==> src/rtl/shift_deserializer_pkg.sv <==
// Shared definitions for the shift-link receive path: bit order, collect states
// and the chunk-counter width helper.
package shift_deserializer_pkg;

  localparam bit MSB_FIRST = 1'b1;

  typedef enum logic {
    COLLECT = 1'b0,
    LAST    = 1'b1
  } state_t;

  // The counter must reach CHUNKS itself, so it needs one bit above $clog2.
  function automatic int cnt_width(input int chunks);
    return $clog2(chunks) + 1;
  endfunction

endpackage

==> src/rtl/shift_out_reg.sv <==
// Valid/ready holding stage for an assembled word and its chunk-count metadata.
module shift_out_reg #(
  parameter int SIZE  = 32,
  parameter int CNT_W = 5
) (
  input  logic             clk,
  input  logic             rst,
  input  logic             load,
  input  logic [SIZE-1:0]  load_data,
  input  logic [CNT_W-1:0] load_chunks,
  input  logic             load_partial,
  output logic             out_valid,
  input  logic             out_ready,
  output logic [SIZE-1:0]  out_data,
  output logic [CNT_W-1:0] out_chunks,
  output logic             out_partial
);

  // A load only arrives when the register is empty or being drained this cycle.
  always_ff @(posedge clk) begin
    if (rst) begin
      out_valid   <= 1'b0;
      out_data    <= '0;
      out_chunks  <= '0;
      out_partial <= 1'b0;
    end else if (load) begin
      out_valid   <= 1'b1;
      out_data    <= load_data;
      out_chunks  <= load_chunks;
      out_partial <= load_partial;
    end else if (out_valid && out_ready) begin
      out_valid <= 1'b0;
    end
  end

endmodule

==> src/rtl/shift_deserializer.sv <==
// Receive end of the shifter link: packs SHIFTVAL-bit chunks, first chunk in the
// MSBs, into SIZE-bit words; in_last closes a short, left-aligned word early.
module shift_deserializer
  import shift_deserializer_pkg::*;
#(
  parameter int SIZE     = 32,
  parameter int SHIFTVAL = 2
) (
  input  logic                                      clk,
  input  logic                                      rst,
  input  logic                                      clear,
  input  logic                                      in_valid,
  output logic                                      in_ready,
  input  logic [SHIFTVAL-1:0]                       in_chunk,
  input  logic                                      in_last,
  output logic                                      out_valid,
  input  logic                                      out_ready,
  output logic [SIZE-1:0]                           out_data,
  output logic [cnt_width(SIZE/SHIFTVAL)-1:0]       out_chunks,
  output logic                                      out_partial
);

  localparam int CHUNKS = SIZE / SHIFTVAL;
  localparam int CNT_W  = cnt_width(CHUNKS);

  // sr never holds more than CHUNKS-1 chunks; the closing chunk goes straight out.
  logic [SIZE-SHIFTVAL-1:0] sr;
  logic [CNT_W-1:0]         cnt;
  state_t                   state;
  logic                     close_pending;
  logic                     accept;
  logic                     close;
  logic [SIZE-1:0]          word;
  logic [CNT_W-1:0]         word_chunks;

  assign state         = (cnt == CNT_W'(CHUNKS - 1)) ? LAST : COLLECT;
  assign close_pending = in_valid && ((state == LAST) || in_last);
  assign in_ready      = clear || !close_pending || !out_valid || out_ready;
  assign accept        = in_valid && in_ready && !clear;
  assign close         = accept && ((state == LAST) || in_last);

  assign word        = {sr, in_chunk} << (SHIFTVAL * (CHUNKS - 1 - int'(cnt)));
  assign word_chunks = cnt + CNT_W'(1);

  always_ff @(posedge clk) begin
    if (rst || clear) begin
      sr  <= '0;
      cnt <= '0;
    end else if (close) begin
      sr  <= '0;
      cnt <= '0;
    end else if (accept) begin
      sr  <= {sr[SIZE-2*SHIFTVAL-1:0], in_chunk};
      cnt <= cnt + CNT_W'(1);
    end
  end

  shift_out_reg #(
    .SIZE  (SIZE),
    .CNT_W (CNT_W)
  ) u_out_reg (
    .clk          (clk),
    .rst          (rst),
    .load         (close),
    .load_data    (word),
    .load_chunks  (word_chunks),
    .load_partial (state != LAST),
    .out_valid    (out_valid),
    .out_ready    (out_ready),
    .out_data     (out_data),
    .out_chunks   (out_chunks),
    .out_partial  (out_partial)
  );

endmodule

==> config.mk <==
export PLATFORM = sky130hd
export DESIGN_NAME = shift_deserializer
export DESIGN_NICKNAME = d
export VERILOG_FILES = /design/src/rtl/shift_deserializer_pkg.sv /design/src/rtl/shift_out_reg.sv /design/src/rtl/shift_deserializer.sv
export SDC_FILE = /design/constraint.sdc
export NUM_CORES = 1
export LEC_CHECK = 0
export ABC_AREA = 1
export BUFFER_PORTS_ARGS = -buffer_cell sky130_fd_sc_hd__buf_4
export CORE_MARGIN = 3
export CORE_UTILIZATION = 60
export DETAILED_ROUTE_END_ITERATION = 10
export PLACE_DENSITY = 0.83
export SLEW_MARGIN = 20
export SYNTH_ARGS = -nofsm -noshare
export SYNTH_HDL_FRONTEND = slang
export SYNTH_SLANG_ARGS = --single-unit
==> constraint.sdc <==
create_clock -name clk -period 2.6 [get_ports clk]
set_clock_uncertainty 0.2 [all_clocks]
set_input_delay 0.52 -clock clk [delete_from_list [all_inputs] [get_ports clk]]
set_output_delay 0.52 -clock clk [all_outputs]
set_load 0.02 [all_outputs]
Word level (Yosys, flattened, before mapping). Index checks and enable logic that the tools add are counted.

Register bits: 74. Output and inout port bits: 40. Word-level logic and storage cells: 29.

$add $sub $neg: 2. Equal/unequal tests: 1. Shifts and indexed selects: 1. Multiplexer cells: 3. Bitwise operators: 1. Reductions and logical operators: 15.

Operators with widths (number): left shift 32 x 32 -> 32 bit (1); subtractor 4 x 5 -> 6 bit, first input constant (1); adder 5 x 1 -> 5 bit, second input constant (1); == test 5 x 4 -> 1 bit, second input constant (1); logical AND 1 bit (5); logical OR 1 bit (5); logical NOT 1 bit (3); two-way mux 1 bit (3); nonzero test 2 bit (1); OR reduction 2 bit (1); inverter 1 bit (1).

Longest topological paths before layout.
Depth after elaboration: 12. Gate-level depth with buffers: 12. Mapped depth without buffers: 11.

Cells and area by module. A second synthesis with hierarchy kept.

Cell total of the unflattened synthesis: 676. Area, all modules: 4282.9 µm².

By module, submodules not included: shift_deserializer (instances 1, cells each 506, area an instance 2920.3 µm²); shift_out_reg (instances 1, cells each 170, area an instance 1362.6 µm²).

Worst setup path after synthesis. No wires, ideal clock.

Kind: register -> register. From: reg cnt[1]. To: reg cnt[2]. Data arrival time: 1524 ps. Required time: 2280 ps. Path slack: 756 ps. Cell stages (with the launch flop): 10. Buffers on the path: 1. Clock period less this slack: 1844 ps. Cell sequence: dfxtp_1 ha_1 nand3_4 nand2_4 nand4_2 nand2_2 inv_2 buf_2 nand2_1 a21oi_1.

Longest elaborated chain between the ends: 12. Elaborated cells on any way between the ends: 13. Those cells by class: 1 x add/sub; 1 x eq/ne; 1 x mux; 10 x reduce/logical.

Ends and longest elaborated chain: start: declaration (line shift_deserializer.sv:28) `logic [CNT_W-1:0] cnt;`; start signal: assignment (line shift_deserializer.sv:54) `cnt <= cnt + CNT_W'(1);`; == test 5 x 4 -> 1 bit (*) (line shift_deserializer.sv:36) `assign state = (cnt == CNT_W'(CHUNKS - 1)) ? LAST : COLLECT;`; two-way mux 1 bit (*) (line shift_deserializer.sv:36); logical OR 1 bit (*) (line shift_deserializer.sv:37) `assign close_pending = in_valid && ((state == LAST) || in_last);`; logical AND 1 bit (*) (line shift_deserializer.sv:37); logical NOT 1 bit (*) (line shift_deserializer.sv:38) `assign in_ready = clear || !close_pending || !out_valid || out_ready;`; logical OR 1 bit (*) (3 in a row) (line shift_deserializer.sv:38); via in_ready (line shift_deserializer.sv:13) `output logic in_ready,`; logical AND 1 bit (*) (2 in a row) (line shift_deserializer.sv:39) `assign accept = in_valid && in_ready && !clear;`; logical AND 1 bit (line shift_deserializer.sv:40) `assign close = accept && ((state == LAST) || in_last);`; OR reduction 2 bit (no source line).

Mark *: on every way through the listed nets, which the timed path passes. The rest lies on a longest branch. A chain may end at the register's enable or synchronous reset.

Final worst setup path.
From: reg cnt[0]. To: out in_ready.

Longest elaborated chain between the ends: 8.

Ends and longest elaborated chain (line): == test 5 x 4 -> 1 bit (shift_deserializer.sv:36); two-way mux 1 bit (shift_deserializer.sv:36); logical OR 1 bit (shift_deserializer.sv:37); logical AND 1 bit (shift_deserializer.sv:37); logical NOT 1 bit (shift_deserializer.sv:38); logical OR 1 bit (3 in a row) (shift_deserializer.sv:38); end: declaration (shift_deserializer.sv:13).

No other way between the ends.

==> summary.md <==
| Metric | Value |
|---|---|
| Yosys top cell area share | 0.373 |
| Max transition margin | 0.615 |
| First-pass GRT wire length | 18.0 mm |
| Post-synthesis sequential area ratio | 0.373 |
| Synthesis-to-layout area growth | 13.5% |
| Main flop type after synthesis | dfxtp_1 |
| Setup_tns | 0 ns |
| Dpl ws | 0.543 ns |
| # clock sinks | 74 |
| Synth Cell Area | 3970 um^2 |
| CTS Hold Buffers Added | 0 |
| Layout Cells excl Fill | 728 |
| Syn_nets | 632 |
| TritonRoute pass-1 iters | 8 |
| DRC viols | 0 |
| Die Height | 87.3 um |
| Vias in the first global route | 3798 |
| Post-synth EDFFs | 0 |
| Wire per inst | 15.1 um |
| Die width | 87.3 um |
| Placed cells | 714 |
| Initial drt markers | 384 |
| Max Buffers Root-to-Sink | 2 |
| H-tree level count | 3 |
| Synth Register Bits | 74 |
| Clock root cell | clkbuf_8 |
| Pwr/cell area | 495 nW/um^2 |
| Core Area | 6170 um^2 |
| Port Buffers | 47 |
| Arrival @ worst endpoint | 1.58 ns |
| Placed wire-length estimate | 7.62 mm |
| Row cnt | 28 |
| GPL Wtd Cong | 0.969 |
| Synth async-reset ratio | 0 |
| Count of different cell masters after synthesis | 25 |
| Period utilization | 0.885 |
| Mapped Cells | 623 |
| Syn avg cell area | 6.37 um^2 |
| Routed Antenna Nets | 0 |
| Cells along the critical path | ha_1 > nand3_4 > nand2_4 > nand4_2 > buf_4 |
| Worst Reg-to-Reg Cells | 9 |
| Largest net degree at the start of global routing | 41 |
| Initial antenna violation count | 0 |
| Resize count post-CTS | 0 |
| RSZ-0062 raised after global routing | no |
| Clk slew on worst S/H paths | 0.07 ns |
| Worst IR drop on VDD | 465 uV |
| Largest stage delay, worst path | 0.44 ns |
| CP max stage cell | dfxtp_1 |
| Final hold viol count | 0 |
| Outcome | completed |
| Inserted Diodes | 0 |
| Leak pwr | 1.78 nW |
| Largest area contributor in the netlist | dfxtp_1 |
| Max Clock Freq | 434 MHz |
| Layout Nets | 659 |
| Hold depth | 3 |
| Min cycle time layout | 2.30 ns |
| Setup bufs post-CTS | 0 |
| Vias after detailed routing | 4282 |
| CP Class | reg -> out |
| Commonest cells in the synthesized netlist | nand2_1, nand3_1, a21oi_1 |
| Initial Util | 0.643 |
| IO Count | 48 |
| Final hold slack | 0.259 ns |
| Worst-Margin Slew | 0.576 ns |
| Hold Path Class | in -> reg |
| Worst setup SP type | flip-flop |
| Max Cap Violations | 0 |
| Clock network latency to the later pin of the worst-skew pair | 0.34 ns |
| Most frequent cell after synthesis | nand2_1 |
| Syn. warnings | 0 |
| Remaining Overflow, GRT | 0 |
| Share of layout cells above drive strength 1 | 0.130 |
| Crit-path max FO | 7 |
| Vias per std cell | 5.88 |
| Total Wirelength | 11.0 mm |
| Synth area leaders | dfxtp_1, nand2_1, nand3_1, a21oi_1, buf_2 |
| Final worst slack | 0.298 ns |
| Req. time, crit path | 1.88 ns |
| Slew Limit Fails | 0 |
| # setup viols final | 0 |
| Critical Path Sink Type | output pin |
| GRT Total Usage | 0.299 |
| TritonCTS buffer count | 9 |
| CTS tree | done |
| DIE AREA | 7620 um^2 |
| Total power draw | 2.23 mW |
==> state kept, by name (all words and copies together), names as in the netlist <==
name	count
u_out_reg.out_chunks	5
cnt	5
sr	30
u_out_reg.out_partial	1
u_out_reg.out_valid	1
u_out_reg.out_data	32
==> critical path: cells and delay by family (launching register included) <==
kind	cells	cell delay, ns
fa+ha+maj	1	0.29
buf+inv	1	0.18
flops	1	0.44
simple gates	3	0.32
==> path summary, 6_finish.rpt <==
path,from,to,slack (ns)
max,cnt[0],in_ready,0.30
max reg2reg,cnt[0],u_out_reg.out_data[11],0.50
min reg2reg,u_out_reg.out_data[2],u_out_reg.out_data[2],0.27
min,in_chunk[0],sr[0],0.26
==> metrics by stage <==
step                instance area, um^2   util
global placement                   4300  0.697
CTS                                4500  0.731
floorplan                          3970      -
finish                             4500  0.731
detailed placement                 4300  0.697
global route                       4500  0.731
==> layer usage <==
layer	up-vias	global-route usage	wire (um)
met5	-	0	0
met4	0	0.131	312
met3	27	0.0747	769
met2	178	0.468	5110
met1	1952	0.387	4800
li1	2125	-	-
==> kinds of logic after synthesis <==
logic type               share of synthesized area
adder cells (fa/ha/maj)                    0.00315
flip-flops                                   0.373
XOR/XNOR                                   0.00442
AND/OR/NAND/NOR                              0.443
buffers and inverters                       0.0725
AO/OA/AOI/OAI                                0.103
==> layout by cell type, fill, tap and decap left out, types with 2 or more instances in the layout <==
| cell type | n |
|---|---|
| inv_2 | 5 |
| inv_1 | 13 |
| xor2_1 | 2 |
| clkbuf_8 | 10 |
| nand2_1 | 240 |
| nor3_1 | 6 |
| o21ai_1 | 2 |
| a21oi_1 | 76 |
| nor2_1 | 18 |
| buf_4 | 57 |
| o21ai_0 | 4 |
| nand3_1 | 119 |
| nand3_4 | 2 |
| bufinv_16 | 2 |
| dfxtp_1 | 74 |
| nand4_1 | 12 |
| nand2_2 | 2 |
==> layout make-up <==
class	instances	area [um^2]
Clock buffer	11	141
Clock inverter	3	65.1
Fill cell	521	1660
Inverter	19	76.3
Multi-Input combinational cell	488	2200
Sequential cell	74	1480
Tap cell	75	93.8
Timing Repair Buffer	58	448
==> power by group <==
part           internal, mW  switching (mW)  leakage [nW]
clock network         0.555           0.412         0.105
registers              1.14         0.00392         0.596
logic                0.0331          0.0889          1.08
total                  1.73           0.504          1.78
Power figures use the tool's default switching activity.
